File: src/rtl/yarp_fetch_unit.sv
// yarp instruction fetch: owns the PC, issues imem requests and
// hands fetched words to decode over a valid/ready handshake.
module yarp_fetch_unit #(
  parameter logic [31:0] RESET_PC = 32'h0000_1000
) (
  input  logic        clk,
  input  logic        reset,
  input  logic        branch_taken_i,
  input  logic        jump_i,
  input  logic [31:0] branch_target_i,
  output logic        imem_req_o,
  output logic [31:0] imem_addr_o,
  input  logic        imem_gnt_i,
  input  logic        imem_rvalid_i,
  input  logic [31:0] imem_rdata_i,
  output logic        instr_valid_o,
  output logic [31:0] instr_o,
  output logic [31:0] instr_pc_o,
  input  logic        instr_ready_i,
  output logic        misaligned_o
);

  typedef enum logic [1:0] {
    IDLE,
    REQ,
    WAIT,
    HOLD
  } state_t;

  state_t      state_q;
  logic [31:0] pc_q;
  logic [31:0] req_addr_q;
  logic        kill_q;
  logic        redirect;
  logic [31:0] target;
  logic [31:0] next_seq;

  assign redirect    = branch_taken_i | jump_i;
  assign target      = {branch_target_i[31:2], 2'b00};
  assign next_seq    = instr_pc_o + 32'd4;
  assign imem_addr_o = req_addr_q;

  always_ff @(posedge clk or posedge reset) begin
    if (reset) begin
      state_q       <= IDLE;
      pc_q          <= RESET_PC;
      req_addr_q    <= RESET_PC;
      kill_q        <= 1'b0;
      imem_req_o    <= 1'b0;
      instr_valid_o <= 1'b0;
      instr_o       <= '0;
      instr_pc_o    <= '0;
      misaligned_o  <= 1'b0;
    end else begin
      misaligned_o <= redirect && (branch_target_i[1:0] != 2'b00);
      if (redirect) pc_q <= target;
      unique case (state_q)
        IDLE: begin
          req_addr_q <= redirect ? target : pc_q;
          imem_req_o <= 1'b1;
          state_q    <= REQ;
        end
        REQ: begin
          // address must not move while the request is pending
          if (redirect) kill_q <= 1'b1;
          if (imem_gnt_i) begin
            imem_req_o <= 1'b0;
            state_q    <= WAIT;
          end
        end
        WAIT: begin
          if (imem_rvalid_i) begin
            if (redirect || kill_q) begin
              kill_q     <= 1'b0;
              req_addr_q <= redirect ? target : pc_q;
              imem_req_o <= 1'b1;
              state_q    <= REQ;
            end else begin
              instr_o       <= imem_rdata_i;
              instr_pc_o    <= req_addr_q;
              instr_valid_o <= 1'b1;
              state_q       <= HOLD;
            end
          end else if (redirect) begin
            kill_q <= 1'b1;
          end
        end
        HOLD: begin
          if (redirect) begin
            instr_valid_o <= 1'b0;
            req_addr_q    <= target;
            imem_req_o    <= 1'b1;
            state_q       <= REQ;
          end else if (instr_ready_i) begin
            instr_valid_o <= 1'b0;
            pc_q          <= next_seq;
            req_addr_q    <= next_seq;
            imem_req_o    <= 1'b1;
            state_q       <= REQ;
          end
        end
        default: state_q <= IDLE;
      endcase
    end
  end

endmodule
File: config.mk
export PLATFORM = sky130hd
export DESIGN_NAME = yarp_fetch_unit
export DESIGN_NICKNAME = d
export VERILOG_FILES = /design/src/rtl/yarp_fetch_unit.sv
export SDC_FILE = /design/constraint.sdc
export NUM_CORES = 1
export LEC_CHECK = 0
export BUFFER_PORTS_ARGS = -buffer_cell sky130_fd_sc_hd__buf_2
export CORE_UTILIZATION = 52
export CTS_CLUSTER_DIAMETER = 120
export DETAILED_ROUTE_END_ITERATION = 8
export GPL_TIMING_DRIVEN = 0
export PLACE_DENSITY = 0.9
export SETUP_SLACK_MARGIN = 0.1
export SYNTH_ARGS = -nofsm -noshare
export SYNTH_HDL_FRONTEND = slang
export SYNTH_SLANG_ARGS = --single-unit
File: constraint.sdc
create_clock -name clk -period 6.2 [get_ports clk]
set_input_delay 0.31 -clock clk [delete_from_list [all_inputs] [get_ports clk]]
set_output_delay 0.31 -clock clk [all_outputs]
set_load 0.02 [all_outputs]
==> tab_implementation.tex, run 1 <==
\begin{tabular}{lr}
\hline
Metric & Value \\
\hline
\multicolumn{2}{l}{\textbf{Route}} \\
\quad Routed length on met3 & 1870 µm \\
\quad Max layer used & met4 \\
\quad Via count & 5744 \\
\quad Routed met1 length & 7080 µm \\
\quad Detailed Routing Iterations Pass 1 & 5 \\
\quad DR DRC count & 0 \\
\quad Drt wl/cell & 18.9 µm \\
\quad Met2 wire length & 8660 µm \\
\quad DRC violation total after the first TritonRoute iteration & 585 \\
\quad Total wirelength of the detailed-routed design & 18100 µm \\
\quad Vias per cell & 5.98 \\
\quad Count of antenna-violating nets left after detailed routing & 0 \\
\multicolumn{2}{l}{\textbf{STA}} \\
\quad Final cycle utilization of the critical path & 45.2\% \\
\quad Headroom to the max-slew limit & between 40\% and 50\% \\
\quad Unrepaired setup endpoints after global routing & false \\
\quad Summed negative setup slack over all endpoints & 0 ps \\
\quad Highest attainable clock frequency & 357 MHz \\
\quad Total setup violations reported at the end of the flow & 0 \\
\quad Time the final worst path needs with I/O delays and setup & approximately 2800 ps \\
\quad Slew at the pin with the worst max-slew slack & 792 ps \\
\quad Total count of hold-check failures in the final report & 0 \\
\quad Max-slew violations & 0 \\
\quad Final Skew & 9.56 ps \\
\quad Worst Hold Margin & 14.7 ps \\
\multicolumn{2}{l}{\textbf{Setup path}} \\
\quad CP top delay family & buffers and inverters \\
\quad Logic depth of the worst register-to-register path & 7 \\
\quad Cell repeated most along the worst path & clkbuf\_1 \\
\quad Critical Path Fanout Max & 10 \\
\quad Ordered list of cells on the worst path & ha\_1 > or3b\_1 > clkbuf\_1 > o21ai\_2 > nor3\_2 > clkbuf\_1 > a31oi\_1 \\
\quad Crit path largest cell delay & about 550 ps \\
\quad Kind of end point of the critical path & register \\
\quad Slack of the worst reg-to-reg path & 3400 ps \\
\quad CP max stage cell & clkbuf\_1 \\
\quad CP Launch Type & register \\
\quad Startpoint-to-endpoint class of the critical path & register to register \\
\quad Worst path required time & 6460 ps \\
\quad WP data arrival & 3070 ps \\
\quad Worst flop-to-flop path endpoint & imem\_addr\_o[19] \\
\quad Number of buffer and inverter stages on the critical path & 2 \\
\quad Source of the worst register-to-register timing path & state\_q[0] \\
\multicolumn{2}{l}{\textbf{Logic synthesis}} \\
\quad Post-synth EDFFs & 0 \\
\quad Cell count after synthesis & 590 \\
\quad Mapped Nets & 666 \\
\quad Post-synth top area share & between 50\% and 60\% \\
\quad Most area-hungry cell type in the Yosys netlist & dfrtp\_1 \\
\quad Sequential share of the synthesized area & 52.0\% \\
\quad Share of synthesized registers carrying an async set or reset & 100\% \\
\quad Most common flop cell mapped by yosys & dfrtp\_1 \\
\quad Total of warnings raised by yosys & 0 \\
\quad Top area cells in the synthesized netlist & dfrtp\_1 51\%, mux2\_2 11\%, a21oi\_1 2.9\% \\
\quad Post-synth cell types & 57 \\
\quad Post-synthesis area per instance & 10.9 µm² \\
\quad Cell types with the highest counts after synthesis & 132 x dfrtp\_1, 64 x mux2\_2, 43 x nand2\_1, 37 x a21oi\_1, 35 x nor2\_1 \\
\quad Synth Cell Area & 6460 µm² \\
\quad Cell with the most instances after synthesis & dfrtp\_1 \\
\quad Register bit count reported by yosys & roughly 130 \\
\multicolumn{2}{l}{\textbf{Finish}} \\
\quad Fraction of final layout cells sized beyond drive strength 1 & 38.3\% \\
\quad Ant. Diodes & 0 \\
\quad Total area of sequential cells & 3360 µm² \\
\quad Final Net Count & 855 \\
\quad Combined area of the multi-input logic cells & slightly below 3000 µm² \\
\quad Filler cell count in the final layout & approximately 940 \\
\quad Area added between synthesis and finish & 26.7\% \\
\multicolumn{2}{l}{\textbf{GRT}} \\
\quad Overall routing resource usage & between 20 and 30\% \\
\quad Number of antenna violations at the first check in global routing & 0 \\
\quad First-pass GRT wire length & 28600 µm \\
\quad Total congestion overflow after global routing & 0 \\
\quad Via count of the first global-routing pass & approximately 5.7k \\
\quad Largest net degree at the start of global routing & 80 \\
\multicolumn{2}{l}{\textbf{Clocking}} \\
\quad Clock tree from TritonCTS & built \\
\quad Number of sinks handled by clock tree synthesis & 134 \\
\quad Worst-Skew Late Latency & 430 ps \\
\quad CTS buffer count & 17 \\
\quad Max Root-Sink Buffers & 2 \\
\quad Number of buffers inserted to repair setup after CTS & 0 \\
\quad Root buffer selected by CTS & clkbuf\_16 \\
\quad Clock-pin slew of the registers on the worst-case setup and hold paths & 60 ps \\
\quad CTS Hold Bufs & 0 \\
\quad Resized cells post-CTS & 0 \\
\quad H-tree depth & 4 \\
\multicolumn{2}{l}{\textbf{Placed design}} \\
\quad PortBufs & 169 \\
\quad Last weighted congestion value of the routability-driven placer & 0.916 \\
\quad Placed wire-length estimate after detailed placement & 12500 µm \\
\multicolumn{2}{l}{\textbf{Worst hold path}} \\
\quad Class of the most critical hold timing path & input port to async pin \\
\multicolumn{2}{l}{\textbf{Floorplanning}} \\
\quad Core region area & 12100 µm² \\
\quad Die extent in x & 113 µm \\
\quad Total I/O pin count & 170 \\
\quad Initial core utilization & 53.5\% \\
\quad Full die area & between 10000 and 15000 µm² \\
\quad Die Span Y & between 100 and 150 µm \\
\quad Number of placement rows & 40 \\
\multicolumn{2}{l}{\textbf{Outcome}} \\
\quad Outcome & complete, no violations \\
\multicolumn{2}{l}{\textbf{Run}} \\
\quad Max-cap check violation count & 0 \\
\multicolumn{2}{l}{\textbf{Power}} \\
\quad Total power per unit cell area & 408 nW/µm² \\
\quad Leakage dissipation & 3.86 nW \\
\quad Worst VDD drop & 0.183 mV \\
\hline
\end{tabular}
-- layer usage --
| layer | GRT usage [%] | vias to the layer above |
|---|---|---|
| met5 | 0 | - |
| met1 | 37.3 | 2778 |
| li1 | - | 2545 |
| met2 | 46.9 | 364 |
| met4 | 14.7 | 0 |
| met3 | 7.81 | 57 |
-- report_power, final --
part | switching [mW] | leakage (nW) | internal (mW)
Clock | 0.386 | 0.306 | 0.693
Sequential | 0.181 | 1.72 | 1.08
Combinational | 0.633 | 1.84 | 0.364
Total | 1.20 | 3.86 | 2.13
-- final cells by class --
| cell class | instances | share of cell area (%) |
|---|---|---|
| Buffer | 38 | 2.10 |
| Clock buffer | 20 | 5.58 |
| Clock inverter | 12 | 2.16 |
| Inverter | 10 | 0.520 |
| Multi-Input combinational cell | 408 | 35.4 |
| Sequential cell | 134 | 41.0 |
| Tap cell | 168 | 2.57 |
| Timing Repair Buffer | 170 | 10.7 |
-- placed cells by master (no fill, tap or decap), types with 14 or more instances in the layout --
cell type / netlist / layout
a21oi_1: 37 / 37
buf_2: 11 / 180
clkbuf_1: 25 / 26
clkbuf_16: 0 / 17
dfrtp_1: 132 / 132
mux2_2: 64 / 64
nand2_1: 43 / 43
nor2_1: 35 / 35
nor3b_1: 18 / 18
o211ai_1: 15 / 15
o21ai_0: 27 / 27
xnor2_1: 14 / 14
-- cell families (layout without fill, tap and decap cells) --
kind of cell    after synthesis  after routing  share of synthesized area [%]
xor+xnor                     21             21                           2.85
mux                          69             69                           11.9
flops                       134            134                           52.0
simple gates                162            162                           14.1
fa+ha+maj                     5              5                          0.969
compound gates              151            151                           14.9
buf+inv                      48            250                           3.24
-- metrics by stage --
| step | worst slack (ps) | instance area (µm²) | total power [mW] | std cells | util, % |
|---|---|---|---|---|---|
| after global placement | 798 | 7510 | 2.22 | 927 | 62.3 |
| final | 3400 | 8180 | 3.34 | 960 | 67.8 |
| after floorplan | 2310 | 6460 | 1.87 | 590 | - |
| after CTS | 3520 | 8180 | 3.33 | 960 | 67.8 |
| after global routing | 3220 | 8180 | 3.47 | 960 | 67.8 |
| after detailed placement | 3520 | 7550 | 2.25 | 928 | 62.6 |
-- worst max-delay path by stage --
stage / start / end / slack (ps) / cells past startpoint
6_report: state_q[0] / imem_addr_o[19] / 3400 / 7
5_1_grt: state_q[0] / imem_addr_o[19] / 3220 / 7
4_1_cts: state_q[0] / imem_addr_o[25] / 3520 / 7
3_5_place_dp: state_q[0] / imem_addr_o[19] / 3520 / 7
3_3_place_gp: reset / instr_pc_o[20] / 800 / 2
2_1_floorplan: reset / imem_addr_o[0] / 2310 / 1
-- worst register-to-register path: stages, from the launching register on --
cell and delay [ps]:
dfrtp_1 430, ha_1 260, or3b_1 170, clkbuf_1 350, o21ai_2 180, nor3_2 520, clkbuf_1 550, a31oi_1 180
-- registers in the layout, summed over array words and instances, names as in the netlist --
register,cells
imem_addr_o,32
state_q,2
imem_req_o,1
kill_q,1
pc_q,32
instr_pc_o,32
instr_valid_o,1
misaligned_o,1
instr_o,32
Note: power is estimated with default switching activity, not from simulation.
==> run 2, diff against run 1 <==
clock period = 2.7 ns   (was 6.2 ns; I/O delays follow)
==> run 2 against run 1 <==
Sequential cell count did not move. Largest cell class unchanged. Utilization rose by 5.9 points. Clock skew rose by 0.96 ps. Die area did not move. Largest power group unchanged. Design area rose by 8.8%.
==> tab_implementation.tex, run 2 (synthesis gave the netlist of run 1 again) <==
\begin{tabular}{lr}
\hline
Metric & Value \\
\hline
\multicolumn{2}{l}{\textbf{Placed design}} \\
\quad Number of cells in the design after placement & 930 (was 928) \\
\quad Placed wire-length estimate after detailed placement & 12800 µm (was 12500 µm) \\
\quad PortBufs & 169 (unchanged) \\
\quad Last weighted congestion value of the routability-driven placer & 0.897 (was 0.916) \\
\multicolumn{2}{l}{\textbf{Outcome}} \\
\quad Outcome & complete, no violations (unchanged) \\
\multicolumn{2}{l}{\textbf{Setup path}} \\
\quad Crit path largest cell delay & 580 ps (was 550 ps) \\
\quad Ordered list of cells on the worst path & ha\_1 > or3b\_1 > o2111ai\_4 > buf\_2 > buf\_2 > nand2\_1 > o31ai\_1 (was ha\_1 > or3b\_1 > clkbuf\_1 > o21ai\_2 > nor3\_2 > clkbuf\_1 > a31oi\_1) \\
\quad WP data arrival & 2920 ps (was 3070 ps) \\
\quad Worst path required time & 3000 ps (was 6460 ps) \\
\quad CP max stage cell & or3b\_1 (was clkbuf\_1) \\
\quad Critical Path Fanout Max & 10 (unchanged) \\
\quad Slack of the worst reg-to-reg path & 80 ps (was 3400 ps) \\
\quad Startpoint-to-endpoint class of the critical path & register to register (unchanged) \\
\quad CP Launch Type & register (unchanged) \\
\quad Kind of end point of the critical path & register (unchanged) \\
\quad Cell repeated most along the worst path & buf\_2 (was clkbuf\_1) \\
\multicolumn{2}{l}{\textbf{GRT}} \\
\quad Overall routing resource usage & 33.1\% (was 29.4\%) \\
\quad Largest net degree at the start of global routing & 38 (was 80) \\
\quad First-pass GRT wire length & 32100 µm (was 28600 µm) \\
\quad Number of antenna violations at the first check in global routing & 2 (was 0) \\
\quad Via count of the first global-routing pass & 6348 (was 5663) \\
\quad Total congestion overflow after global routing & 0 (unchanged) \\
\multicolumn{2}{l}{\textbf{Route}} \\
\quad Routed length on met3 & 2170 µm (was 1870 µm) \\
\quad Routed met1 length & 7600 µm (was 7080 µm) \\
\quad Total wirelength of the detailed-routed design & 20600 µm (was 18100 µm) \\
\quad Count of antenna-violating nets left after detailed routing & 0 (unchanged) \\
\quad Max layer used & met4 (unchanged) \\
\quad Met2 wire length & 9620 µm (was 8660 µm) \\
\quad DR DRC count & 0 (unchanged) \\
\quad Via count & 6188 (was 5744) \\
\quad Drt wl/cell & 20.1 µm (was 18.9 µm) \\
\quad Vias per cell & 6.03 (was 5.98) \\
\quad DRC violation total after the first TritonRoute iteration & 643 (was 585) \\
\quad Detailed Routing Iterations Pass 1 & 8 (was 5) \\
\multicolumn{2}{l}{\textbf{STA}} \\
\quad Final Skew & 10.5 ps (was 9.56 ps) \\
\quad Time the final worst path needs with I/O delays and setup & 2620 ps (was 2800 ps) \\
\quad Unrepaired setup endpoints after global routing & true (was false) \\
\quad Max-slew violations & 0 (unchanged) \\
\quad Total count of hold-check failures in the final report & 0 (unchanged) \\
\quad Total setup violations reported at the end of the flow & 0 (unchanged) \\
\quad Headroom to the max-slew limit & 42.9\% (was 46.8\%) \\
\quad Final cycle utilization of the critical path & 97.0\% (was 45.2\%) \\
\quad Slew at the pin with the worst max-slew slack & 850 ps (was 792 ps) \\
\quad Worst Hold Margin & 15.4 ps (was 14.7 ps) \\
\quad Highest attainable clock frequency & 382 MHz (was 357 MHz) \\
\multicolumn{2}{l}{\textbf{Floorplanning}} \\
\quad Core region area & 12100 µm² (unchanged) \\
\quad Initial core utilization & 53.5\% (unchanged) \\
\quad Number of placement rows & 40 (unchanged) \\
\quad Die Span Y & 113 µm (unchanged) \\
\quad Total I/O pin count & 170 (unchanged) \\
\quad Die extent in x & 113 µm (unchanged) \\
\quad Full die area & 12900 µm² (unchanged) \\
\multicolumn{2}{l}{\textbf{Finish}} \\
\quad Final standard cell utilization of the core & 73.7\% (was 67.8\%) \\
\quad Fraction of final layout cells sized beyond drive strength 1 & 36.2\% (was 38.3\%) \\
\quad Most frequent standard cell in the layout excluding fill and tap cells & buf\_2 (unchanged) \\
\quad Non-filler instance count after layout & 1027 (was 960) \\
\quad Highest-count cells in the layout ignoring fill and taps & 180 x buf\_2, 132 x dfrtp\_1, 64 x mux2\_2 (unchanged) \\
\quad Final Net Count & 920 (was 855) \\
\quad Filler cell count in the final layout & 765 (was 939) \\
\quad Combined area of the multi-input logic cells & 2930 µm² (was 2890 µm²) \\
\quad Area added between synthesis and finish & 37.7\% (was 26.7\%) \\
\quad Total area of sequential cells & 3360 µm² (unchanged) \\
\multicolumn{2}{l}{\textbf{Clocking}} \\
\quad Clock-pin slew of the registers on the worst-case setup and hold paths & 60 ps (about the same) \\
\quad CTS buffer count & 17 (unchanged) \\
\quad Clock tree from TritonCTS & built (unchanged) \\
\quad Worst-Skew Late Latency & 420 ps (was 430 ps) \\
\quad H-tree depth & 4 (unchanged) \\
\quad Root buffer selected by CTS & clkbuf\_16 (unchanged) \\
\quad Number of sinks handled by clock tree synthesis & 134 (unchanged) \\
\quad Max Root-Sink Buffers & 2 (unchanged) \\
\multicolumn{2}{l}{\textbf{Run}} \\
\quad Max-cap check violation count & 0 (unchanged) \\
\multicolumn{2}{l}{\textbf{Power}} \\
\quad Total power per unit cell area & 892 nW/µm² (was 408 nW/µm²) \\
\quad Leakage dissipation & 4.17 nW (was 3.86 nW) \\
\quad Worst VDD drop & 0.498 mV (was 0.183 mV) \\
\multicolumn{2}{l}{\textbf{Worst hold path}} \\
\quad Class of the most critical hold timing path & input port to register (was input port to async pin) \\
\hline
\end{tabular}
==> run 2: critical path: cells and delay by family, from the launching register on <==
family / cells / cell delay, ps
and+or+nand+nor: 2 / 700
buffers and inverters: 2 / 660
DFF: 1 / 420
AOI/OAI and AO/OA: 2 / 440
adders and majority gates: 1 / 270
==> run 2: layout make-up <==
cell class / instances / share of cell area, %
antenna: 2 / 0.0563
inverter: 10 / 0.464
tap: 168 / 2.36
multi-input combinational: 408 / 32.9
clock inverter: 8 / 1.60
buffer: 37 / 1.91
timing repair buffer: 236 / 17.3
sequential: 134 / 37.7
clock buffer: 24 / 5.64
==> run 2: report_power, final <==
part	internal, mW	switching, mW	total, mW
registers	2.48	0.438	2.91
clock network	1.66	0.878	2.54
logic	0.938	1.54	2.48
==> run 2: path summary, 6_finish.rpt <==
check / end / from / cells past startpoint
max in group asynchronous: imem_addr_o[9] / reset / 5
max reg2reg: imem_addr_o[0] / state_q[0] / 7
max: imem_addr_o[0] / state_q[0] / 7
min in group asynchronous: instr_o[30] / reset / 3
min reg2reg: instr_o[21] / instr_o[21] / 1
min: pc_q[12] / branch_target_i[12] / 3
==> run 2: per-layer routing <==
layer  up-vias  track usage [%]
met4         0             23.2
met5         -                0
li1       2673                -
met3       120             10.0
met1      2941             38.8
met2       454             52.3
==> run 2: per-stage QoR <==
step	worst slack, ps	setup TNS (ps)	power, mW	cell area [µm²]
CTS	156	0	7.80	8860
global placement	51.0	0	5.09	7520
floorplan	600	0	4.29	6460
detailed placement	-23.1	-23.1	5.18	7580
global route	20.6	0	8.24	8890
finish	80.3	0	7.93	8890
==> run 2: repair_timing <==
| action | in CTS | in global routing |
|---|---|---|
| endpoints found under the hold margin | 90 | 0 |
| pin swaps | 0 | 1 |
| endpoints found under the setup margin | 12 | 30 |
| hold buffers | 62 | 0 |
| buffers inserted | 0 | 2 |
| gates resized for setup | 3 | 5 |
